**src/rtl/game_sequencer_if.sv**
```systemverilog
// Signal bundle between the Flappy Bird game sequencer and the rest of the game.
// The master side is the sequencer; the slave side is the datapath/display.
interface game_sequencer_if;
   logic            start;
   logic [7:0][7:0] red;
   logic [7:0][7:0] green;
   logic            bird_lose;
   logic            game_reset;
   logic            scroll_en;
   logic            freeze;
   logic            blank;
   logic [11:0]     score_bcd;
   logic [11:0]     hi_bcd;
   logic [1:0]      state;

   modport master (
      input  start, red, green, bird_lose,
      output game_reset, scroll_en, freeze, blank,
      output score_bcd, hi_bcd, state
   );

   modport slave (
      output start, red, green, bird_lose,
      input  game_reset, scroll_en, freeze, blank,
      input  score_bcd, hi_bcd, state
   );
endinterface

```
**src/rtl/game_sequencer.sv**
```systemverilog
// Flappy Bird game controller: play/crash/over sequencing, scroll pacing,
// collision detection and BCD score / high-score keeping.
module game_sequencer #(
   parameter int SCROLL_START  = 8,
   parameter int SCROLL_MIN    = 2,
   parameter int SPEEDUP_EVERY = 5,
   parameter int CRASH_TICKS   = 16
) (
   input logic              clk,
   input logic              reset,
   game_sequencer_if.master gs
);

   localparam int CW = $clog2(CRASH_TICKS);
   localparam int PW = $clog2(SPEEDUP_EVERY + 1);

   typedef enum logic [1:0] {
      IDLE  = 2'd0,
      PLAY  = 2'd1,
      CRASH = 2'd2,
      OVER  = 2'd3
   } state_t;

   state_t          state_q, state_d;
   logic [11:0]     score_q, score_d;
   logic [11:0]     hi_q, hi_d;
   logic [3:0]      period_q, period_d;
   logic [3:0]      scnt_q, scnt_d;
   logic [CW-1:0]   ccnt_q, ccnt_d;
   logic [PW-1:0]   pstep_q, pstep_d;
   logic            collide;
   logic            hit;
   logic            wrap;
   logic            award;

   function automatic logic [11:0] bcd_inc(input logic [11:0] v);
      logic [11:0] r;
      r = v;
      if (v != 12'h999) begin
         if (v[3:0] != 4'd9) begin
            r[3:0] = v[3:0] + 4'd1;
         end else begin
            r[3:0] = 4'd0;
            if (v[7:4] != 4'd9) begin
               r[7:4] = v[7:4] + 4'd1;
            end else begin
               r[7:4]  = 4'd0;
               r[11:8] = v[11:8] + 4'd1;
            end
         end
      end
      return r;
   endfunction

   always_comb begin
      state_d  = state_q;
      score_d  = score_q;
      hi_d     = hi_q;
      period_d = period_q;
      scnt_d   = scnt_q;
      ccnt_d   = ccnt_q;
      pstep_d  = pstep_q;

      collide = |(gs.red & gs.green);
      hit     = collide | gs.bird_lose;
      wrap    = (state_q == PLAY) && (scnt_q == period_q - 4'd1);
      award   = wrap && !hit && (gs.green[0] != 8'd0);

      unique case (state_q)
         IDLE: begin
            if (gs.start) begin
               state_d  = PLAY;
               score_d  = 12'h000;
               period_d = 4'(SCROLL_START);
               scnt_d   = 4'd0;
               pstep_d  = '0;
            end
         end
         PLAY: begin
            if (hit) begin
               state_d = CRASH;
               ccnt_d  = '0;
            end else begin
               scnt_d = wrap ? 4'd0 : scnt_q + 4'd1;
               if (award) begin
                  score_d = bcd_inc(score_q);
                  if (pstep_q == PW'(SPEEDUP_EVERY - 1)) begin
                     pstep_d = '0;
                     if (period_q > 4'(SCROLL_MIN))
                        period_d = period_q - 4'd1;
                  end else begin
                     pstep_d = pstep_q + 1'b1;
                  end
               end
            end
         end
         CRASH: begin
            ccnt_d = ccnt_q + 1'b1;
            if (ccnt_q == CW'(CRASH_TICKS - 1)) begin
               state_d = OVER;
               // Valid BCD orders the same as binary, MSD first
               if (score_q > hi_q)
                  hi_d = score_q;
            end
         end
         OVER: begin
            if (gs.start)
               state_d = IDLE;
         end
      endcase
   end

   always_ff @(posedge clk) begin
      if (reset) begin
         state_q  <= IDLE;
         score_q  <= 12'h000;
         hi_q     <= 12'h000;
         period_q <= 4'(SCROLL_START);
         scnt_q   <= 4'd0;
         ccnt_q   <= '0;
         pstep_q  <= '0;
      end else begin
         state_q  <= state_d;
         score_q  <= score_d;
         hi_q     <= hi_d;
         period_q <= period_d;
         scnt_q   <= scnt_d;
         ccnt_q   <= ccnt_d;
         pstep_q  <= pstep_d;
      end
   end

   assign gs.scroll_en  = wrap && !hit;
   assign gs.game_reset = (state_q == IDLE);
   assign gs.freeze     = (state_q != PLAY);
   assign gs.blank      = (state_q == CRASH) && ccnt_q[1];
   assign gs.score_bcd  = score_q;
   assign gs.hi_bcd     = hi_q;
   assign gs.state      = state_q;

endmodule

```
**src/flat_wrapper.sv**
```systemverilog
// flat-port wrapper written by rule: the top's interface ports become plain ports
module game_sequencer_flat 
#(
   parameter int SCROLL_START  = 8,
   parameter int SCROLL_MIN    = 2,
   parameter int SPEEDUP_EVERY = 5,
   parameter int CRASH_TICKS   = 16
)
  (clk, reset, gs_start, gs_red, gs_green, gs_bird_lose, gs_game_reset, gs_scroll_en, gs_freeze, gs_blank, gs_score_bcd, gs_hi_bcd, gs_state);
  game_sequencer_if gs_i ();
  input logic clk;
  input logic reset;
  input wire logic [$bits(gs_i.start)-1:0] gs_start;
  input wire logic [$bits(gs_i.red)-1:0] gs_red;
  input wire logic [$bits(gs_i.green)-1:0] gs_green;
  input wire logic [$bits(gs_i.bird_lose)-1:0] gs_bird_lose;
  output wire logic [$bits(gs_i.game_reset)-1:0] gs_game_reset;
  output wire logic [$bits(gs_i.scroll_en)-1:0] gs_scroll_en;
  output wire logic [$bits(gs_i.freeze)-1:0] gs_freeze;
  output wire logic [$bits(gs_i.blank)-1:0] gs_blank;
  output wire logic [$bits(gs_i.score_bcd)-1:0] gs_score_bcd;
  output wire logic [$bits(gs_i.hi_bcd)-1:0] gs_hi_bcd;
  output wire logic [$bits(gs_i.state)-1:0] gs_state;
  assign gs_i.start = gs_start;
  assign gs_i.red = gs_red;
  assign gs_i.green = gs_green;
  assign gs_i.bird_lose = gs_bird_lose;
  assign gs_game_reset = gs_i.game_reset;
  assign gs_scroll_en = gs_i.scroll_en;
  assign gs_freeze = gs_i.freeze;
  assign gs_blank = gs_i.blank;
  assign gs_score_bcd = gs_i.score_bcd;
  assign gs_hi_bcd = gs_i.hi_bcd;
  assign gs_state = gs_i.state;
  game_sequencer #(.SCROLL_START(SCROLL_START), .SCROLL_MIN(SCROLL_MIN), .SPEEDUP_EVERY(SPEEDUP_EVERY), .CRASH_TICKS(CRASH_TICKS)) u_core (.clk(clk), .reset(reset), .gs(gs_i));
endmodule
```
**config.mk**
```make
export PLATFORM = sky130hd
export DESIGN_NAME = game_sequencer_flat
export DESIGN_NICKNAME = d
export VERILOG_FILES = /design/src/rtl/game_sequencer_if.sv /design/src/rtl/game_sequencer.sv /design/src/flat_wrapper.sv
export SDC_FILE = /design/constraint.sdc
export NUM_CORES = 1
export LEC_CHECK = 0
export ABC_AREA = 1
export BUFFER_PORTS_ARGS = -buffer_cell sky130_fd_sc_hd__buf_2
export CORE_MARGIN = 1.5
export CORE_UTILIZATION = 46
export CTS_CLUSTER_SIZE = 28
export DETAILED_ROUTE_END_ITERATION = 10
export PLACE_DENSITY = 0.81
export SYNTH_ARGS = -nofsm -noshare
export SYNTH_HDL_FRONTEND = slang
export SYNTH_SLANG_ARGS = --single-unit
```
**constraint.sdc**
```tcl
create_clock -name clk -period 2.1 [get_ports clk]
set_input_delay 0.42 -clock clk [delete_from_list [all_inputs] [get_ports clk]]
set_output_delay 0.42 -clock clk [all_outputs]
set_load 0.005 [all_outputs]
```
# Word level (Yosys, flattened, before mapping)
# Cells that the tools add are included.
# totals
wordCells,91
inputBits,132
output_inout_bits,30
regBits,41
# classes
add_sub_neg,7
bitwise_logic,2
reduce_logical,19
eq_ne,21
muxes,31
order_cmp,2
# ops
cell,count
64-bit AND,1
64-bit OR reduction,1
12-bit 2-to-1 mux,4
4-bit 2-to-1 mux,12
12-bit case mux with 2 select lines,1
4-bit case mux with 2 select lines,3
4-bit by 1-bit adder with 4-bit output (second input constant),5
2-bit != test (second input constant),8
12-bit greater-than comparator,1
3-bit 2-to-1 mux,4
12-bit != test (second input constant),1
6-bit AND reduction,2
2-bit 2-to-1 mux,4
8-bit 2-to-1 mux,1
2-bit by 1-bit != test with 1-bit output (second input constant),4
4-bit != test (second input constant),2
2-bit case mux with 4 select lines,1
4-bit AND reduction,2
8-bit nonzero test,1
7-bit AND reduction,1
3-bit case mux with 2 select lines,1
3-bit AND reduction,2
5-bit AND reduction,1
2-bit equality test (second input constant),2
other kinds (13),17

# Logic depth before layout (Yosys ltp)
# depth
ltp_word,9
mapped_depth,15
ltp_nobuf,15

# Least setup slack after synthesis
# No wires, ideal clock.
# synth_timing
path_type,flip-flop to flip-flop
start,register u_core.state_q[1] (netlist: u_core.gs.state[1])
end,register u_core.score_q[11] (netlist: u_core.gs.score_bcd[11])
setup_time_ns,0.132
slack_ns,0.287
period_less_slack_ns,1.813
n_path_buf,0
t_arrival_ns,1.681
required_ns,1.968
stages_incl_launch_ff,11
path_cell_list,dfxtp_1 inv_1 ha_1 inv_2 nor3_1 nand3_1 nand2_1 nor2_2 nand3_2 nand2_1 a21oi_1
# synth_via
elab_chain_len,6
word_cells_on_any_way,14
classes_between,7 x eq/ne; 1 x mux; 6 x reduce/logical
# synth_rtl
element,line,text
from (decl),game_sequencer.sv:24,"state_t state_q, state_d;"
from (signal assigned),game_sequencer.sv:123,state_q <= state_d;
2-bit by 1-bit equality test with 1-bit output,"game_sequencer.sv:66, game_sequencer.sv:69",
1-bit logical AND,game_sequencer.sv:66,wrap = (state_q == PLAY) && (scnt_q == period_q - 4'd1);
1-bit logical AND (2 in a row),game_sequencer.sv:67,award = wrap && !hit && (gs.green[0] != 8'd0);
2-bit by 1-bit != test with 1-bit output (no line),--,
7-bit AND reduction (no line),--,
to (signal assigned),game_sequencer.sv:124,score_q <= score_d;
to (decl),game_sequencer.sv:25,"logic [11:0] score_q, score_d;"
# Parallel ways exist; a longest one is shown, timed or not.
# A chain may end at the register's enable or synchronous reset.

# Worst setup path in the final report
# layout_timing
start,register u_core.period_q[0]
end,output port gs_scroll_en
# layout_via
elab_chain_len,4
# layout_rtl
element,line,text
from (decl),game_sequencer.sv:27,"logic [3:0] period_q, period_d;"
from (signal assigned),game_sequencer.sv:118,period_q <= 4'(SCROLL_START);
from (signal assigned),game_sequencer.sv:126,period_q <= period_d;
4-bit by 1-bit subtractor with 4-bit output,game_sequencer.sv:66,
4-bit equality test,game_sequencer.sv:66,
1-bit logical AND,game_sequencer.sv:66,
1-bit logical AND,game_sequencer.sv:133,assign gs.scroll_en = wrap && !hit;
to (decl),flat_wrapper.sv:18,output wire logic [$bits(gs_i.scroll_en)-1:0] gs_scroll_en;
# No other way between the ends.

==> metrics.md <==
| Metric | Value |
|---|---|
| Outcome | complete, but fails checks |
| Failing checks | design-rule violations, negative setup slack |
| Hold EP | u_core.gs.hi_bcd[4] |
| Final hold vios | 0 |
| Async SR Flop Fraction | 0% |
| Main synth FF type | dfxtp_1 |
| Top cell type's share of synthesized area | 26.7% |
| CP Data Arrival Time | 1.69 ns |
| Die ar. | 0.00719 mm^2 |
| Mapped Cells | 493 |
| Min-delay src | u_core.gs.hi_bcd[4] |
| Critical path type | reg2out |
| M2 GR Usage | 44.1% |
| Busiest grt layer | met2 |
| Initial Util | 47.9% |
| FP Rows | 29 |
| Syn_nets | 653 |
| RSZ-0062 raised after global routing | yes |
| Synth Area in XOR/XNOR | 2.28% |
| Reg clk slew, reported paths | 0.09 ns |
| Synthesis warning total | 0 |
| Root Buffer | clkbuf_8 |
| N_diodes | 0 |
| Max clock buf depth | 2 |
| Drt total wl | 9.65 mm |
| Antenna Nets Post-Route | 0 |
| Setup TNS after final layout | -0.00706 ns |
| Crit start category | flip-flop |
| Nets | 837 |
| Post-synth EDFFs | 0 |
| FILL cells | 580 |
| Post-synth top area cell | dfxtp_1 |
| MaxCap Viol Count | 0 |
| Routed WL per cell | 12.8 um |
| Gpl congestion | 0.872 |
| Mapped Area | 0.00308 mm^2 |
| Setup violators final | 1 |
| Register area share after synthesis | 26.7% |
| Tightest Hold Check Type | reg2reg |
| Syn Area/Cell | 6.24 um^2 |
| Pleak | 0.00231 uW |
| DR vias/cell | 5.08 |
| Worst R2R End | u_core.period_q[0] |
| Yosys reg bits | 41 |
| Measured slew at the worst slew-check pin | 0.643 ns |
| Non-Filler Instances | 755 |
| Synth Area in Adders | 11.4% |
| First-pass GRT wire length | 15.7 mm |
| WP data required | 1.68 ns |
| Design Area, Final | 0.00436 mm^2 |
| Die height | 84.8 um |
| Mux cell area share after synthesis | 0% |
| Netlist cell types | 32 |
| Main combinational cell family by area after synthesis | simple AND/OR/NAND/NOR gates |
| Met3 usage | 7.08% |
| Crit path max fanout | 6 |
| Critical Path Max Stage Delay | 0.36 ns |
| Setup ws final | -0.00706 ns |
| Tot Pwr | 4150 uW |
| Core ar. | 0.00642 mm^2 |
| IO buf count | 161 |
| M1 GR Usage | 34.0% |
| Clock sinks | 41 |
| Clk_lat worst skew | 0.30 ns |
| Setup Skew | 0.00215 ns |
| DP Area | 0.00410 mm^2 |
| R2r worst-path depth | 16 |
| Drt drc | 13 |
| CP Cell Sequence | inv_4 -> ha_4 -> inv_2 -> nand2_2 -> nand2_1 -> nand2_1 -> nand2_2 -> nand3_2 -> nor2_4 -> nand3_4 -> inv_2 -> buf_6 |
| Num CTS Buffers | 5 |
| Fraction of layout cells with a size suffix above 1 | 33.6% |
| PD cells | 951 mW/mm^2 |
| Die Wd | 84.8 um |
| Worst vdd ir | 808 uV |
| I/O pin count | 162 |
| CTS tree | done |
| Reg-to-Reg Start | u_core.period_q[0] |
| WHS | 0.480 ns |
| Area growth syn-to-layout | 41.5% |
| Synth Area in Compound Gates | 10.0% |
| GRT Total Usage | 26.7% |
| Slowest stage cell, crit path | dfxtp_2 |
| Hold Path Cell Cnt | 2 |
| Part of the cycle the worst path needs | 100% |
| CP Capture Type | output port |
| Vias after detailed routing | 3835 |
| Initial antenna violation count | 0 |
| Delay-heaviest family, CP | simple AND/OR/NAND/NOR gates |
| Final min period | 2.11 ns |
| Simple-gate portion of the synthesized area | 42.6% |
| Fmax | 0.475 GHz |
| Buffer and inverter count on the worst path | 4 |
| Drt pass-1 iters | 8 |
| Initial drt markers | 261 |
| DP Wirelength | 7.47 mm |
| Vias in the first global route | 3671 |
| Largest net degree at the start of global routing | 24 |
| Post-Place Cells | 741 |
| H-tree level count | 2 |
| Count of pins over their slew limit | 0 |
| Max-slew headroom | 57.1% |
| Grt ovf | 0 |
| Synth top area cells | dfxtp_1 27%, nand2_1 22%, ha_1 11%, nor2_1 6.6%, a21oi_1 5.7% |
| Reg2Reg Setup Slack | 0.05 ns |
-- tightest hold or removal path: cells and delay by family, from the launching register on --
| kind | cells | cell delay [ns] |
|---|---|---|
| flops | 1 | 0.31 |
| compound gates | 1 | 0.06 |
| buf+inv | 1 | 0.06 |
-- Yosys cell counts, drive strengths merged (6+ instances only) --
| cell | count |
|---|---|
| a21oi | 36 |
| clkbuf | 7 |
| dfxtp | 41 |
| ha | 28 |
| inv | 48 |
| nand2 | 181 |
| nand3 | 25 |
| nand4 | 18 |
| nor2 | 56 |
| nor3 | 9 |
| nor4 | 7 |
| o21ai | 20 |
| xor2 | 6 |
-- timing repair --
action / in CTS / in global routing
hold buffers: 0 / 0
setup buffers: 3 / 3
endpoints found under the setup margin: 1 / 18
pin swaps: 1 / 4
resized for setup: 5 / 25
-- layout make-up --
cell class                      count  area [um^2]  share of cell area (%)
Clock buffer                        5         68.8                    1.58
Tap cell                           77         96.3                    2.21
Clock inverter                      3         46.3                    1.06
Inverter                           48          183                    4.19
Timing Repair Buffer              186         1010                    23.2
Multi-Input combinational cell    395         2130                    48.8
Sequential cell                    41          825                    18.9
-- layer usage --
layer	vias to the layer above	wire length [um]
met4	0	187
met2	162	4480
met5	-	0
met1	1682	4190
met3	23	784
li1	1968	-
-- cell families after synthesis --
kind of cell	count (synthesis)
and+or+nand+nor	300
AOI/OAI and AO/OA	59
buffers and inverters	57
DFF	41
adders and majority gates	28
xor gates and xnor gates	8
-- cell usage in the layout, fill, tap and decap left out, types with 5 or more instances in the layout --
cell type    n
a21oi_1     35
buf_2      160
buf_4       24
clkbuf_8     5
dfxtp_1     38
ha_1        26
inv_1       42
inv_2        5
nand2_1    173
nand2_2      5
nand3_1     20
nand4_1     17
nor2_1      52
nor3_1       8
nor4_1       7
o21ai_0     12
o21ai_1      8
xor2_1       5
-- registers in the layout (all words and copies together), names as in the netlist --
register,cells
u_core.pstep_q,3
u_core.gs.hi_bcd,12
u_core.period_q,4
u_core.ccnt_q,4
u_core.gs.score_bcd,12
u_core.gs.state,2
u_core.scnt_q,4
-- worst max path at each step --
| stage | startpoint | cells after the start | slack (ns) | end |
|---|---|---|---|---|
| finish | u_core.period_q[0] | 12 | -0.007 | gs_scroll_en |
| floorplan | u_core.gs.state[1] | 10 | 0.29 | u_core.gs.score_bcd[11] |
| global route | u_core.period_q[0] | 12 | -0.11 | gs_scroll_en |
| detailed placement | gs_green[0] | 13 | -0.006 | u_core.gs.score_bcd[11] |
| CTS | u_core.period_q[1] | 8 | 0.0009 | gs_scroll_en |
| global placement | gs_green[0] | 11 | -0.01 | gs_scroll_en |
-- where the power goes --
| group | leakage [uW] | internal, uW | total, uW | switching (uW) |
|---|---|---|---|---|
| clock network | 0.0000543 | 356 | 667 | 310 |
| registers | 0.000334 | 940 | 1130 | 187 |
| logic | 0.00192 | 960 | 2350 | 1390 |
-- through the flow --
step | setup WS [ns] | utilization, %
6_report | -0.00706 | 67.8
5_1_grt | -0.115 | 67.8
4_1_cts | 0.000917 | 66.3
3_5_place_dp | -0.00640 | 63.8
3_3_place_gp | -0.0133 | 63.8
2_1_floorplan | 0.287 | -
No activity file was read; power rests on OpenSTA's default activity.
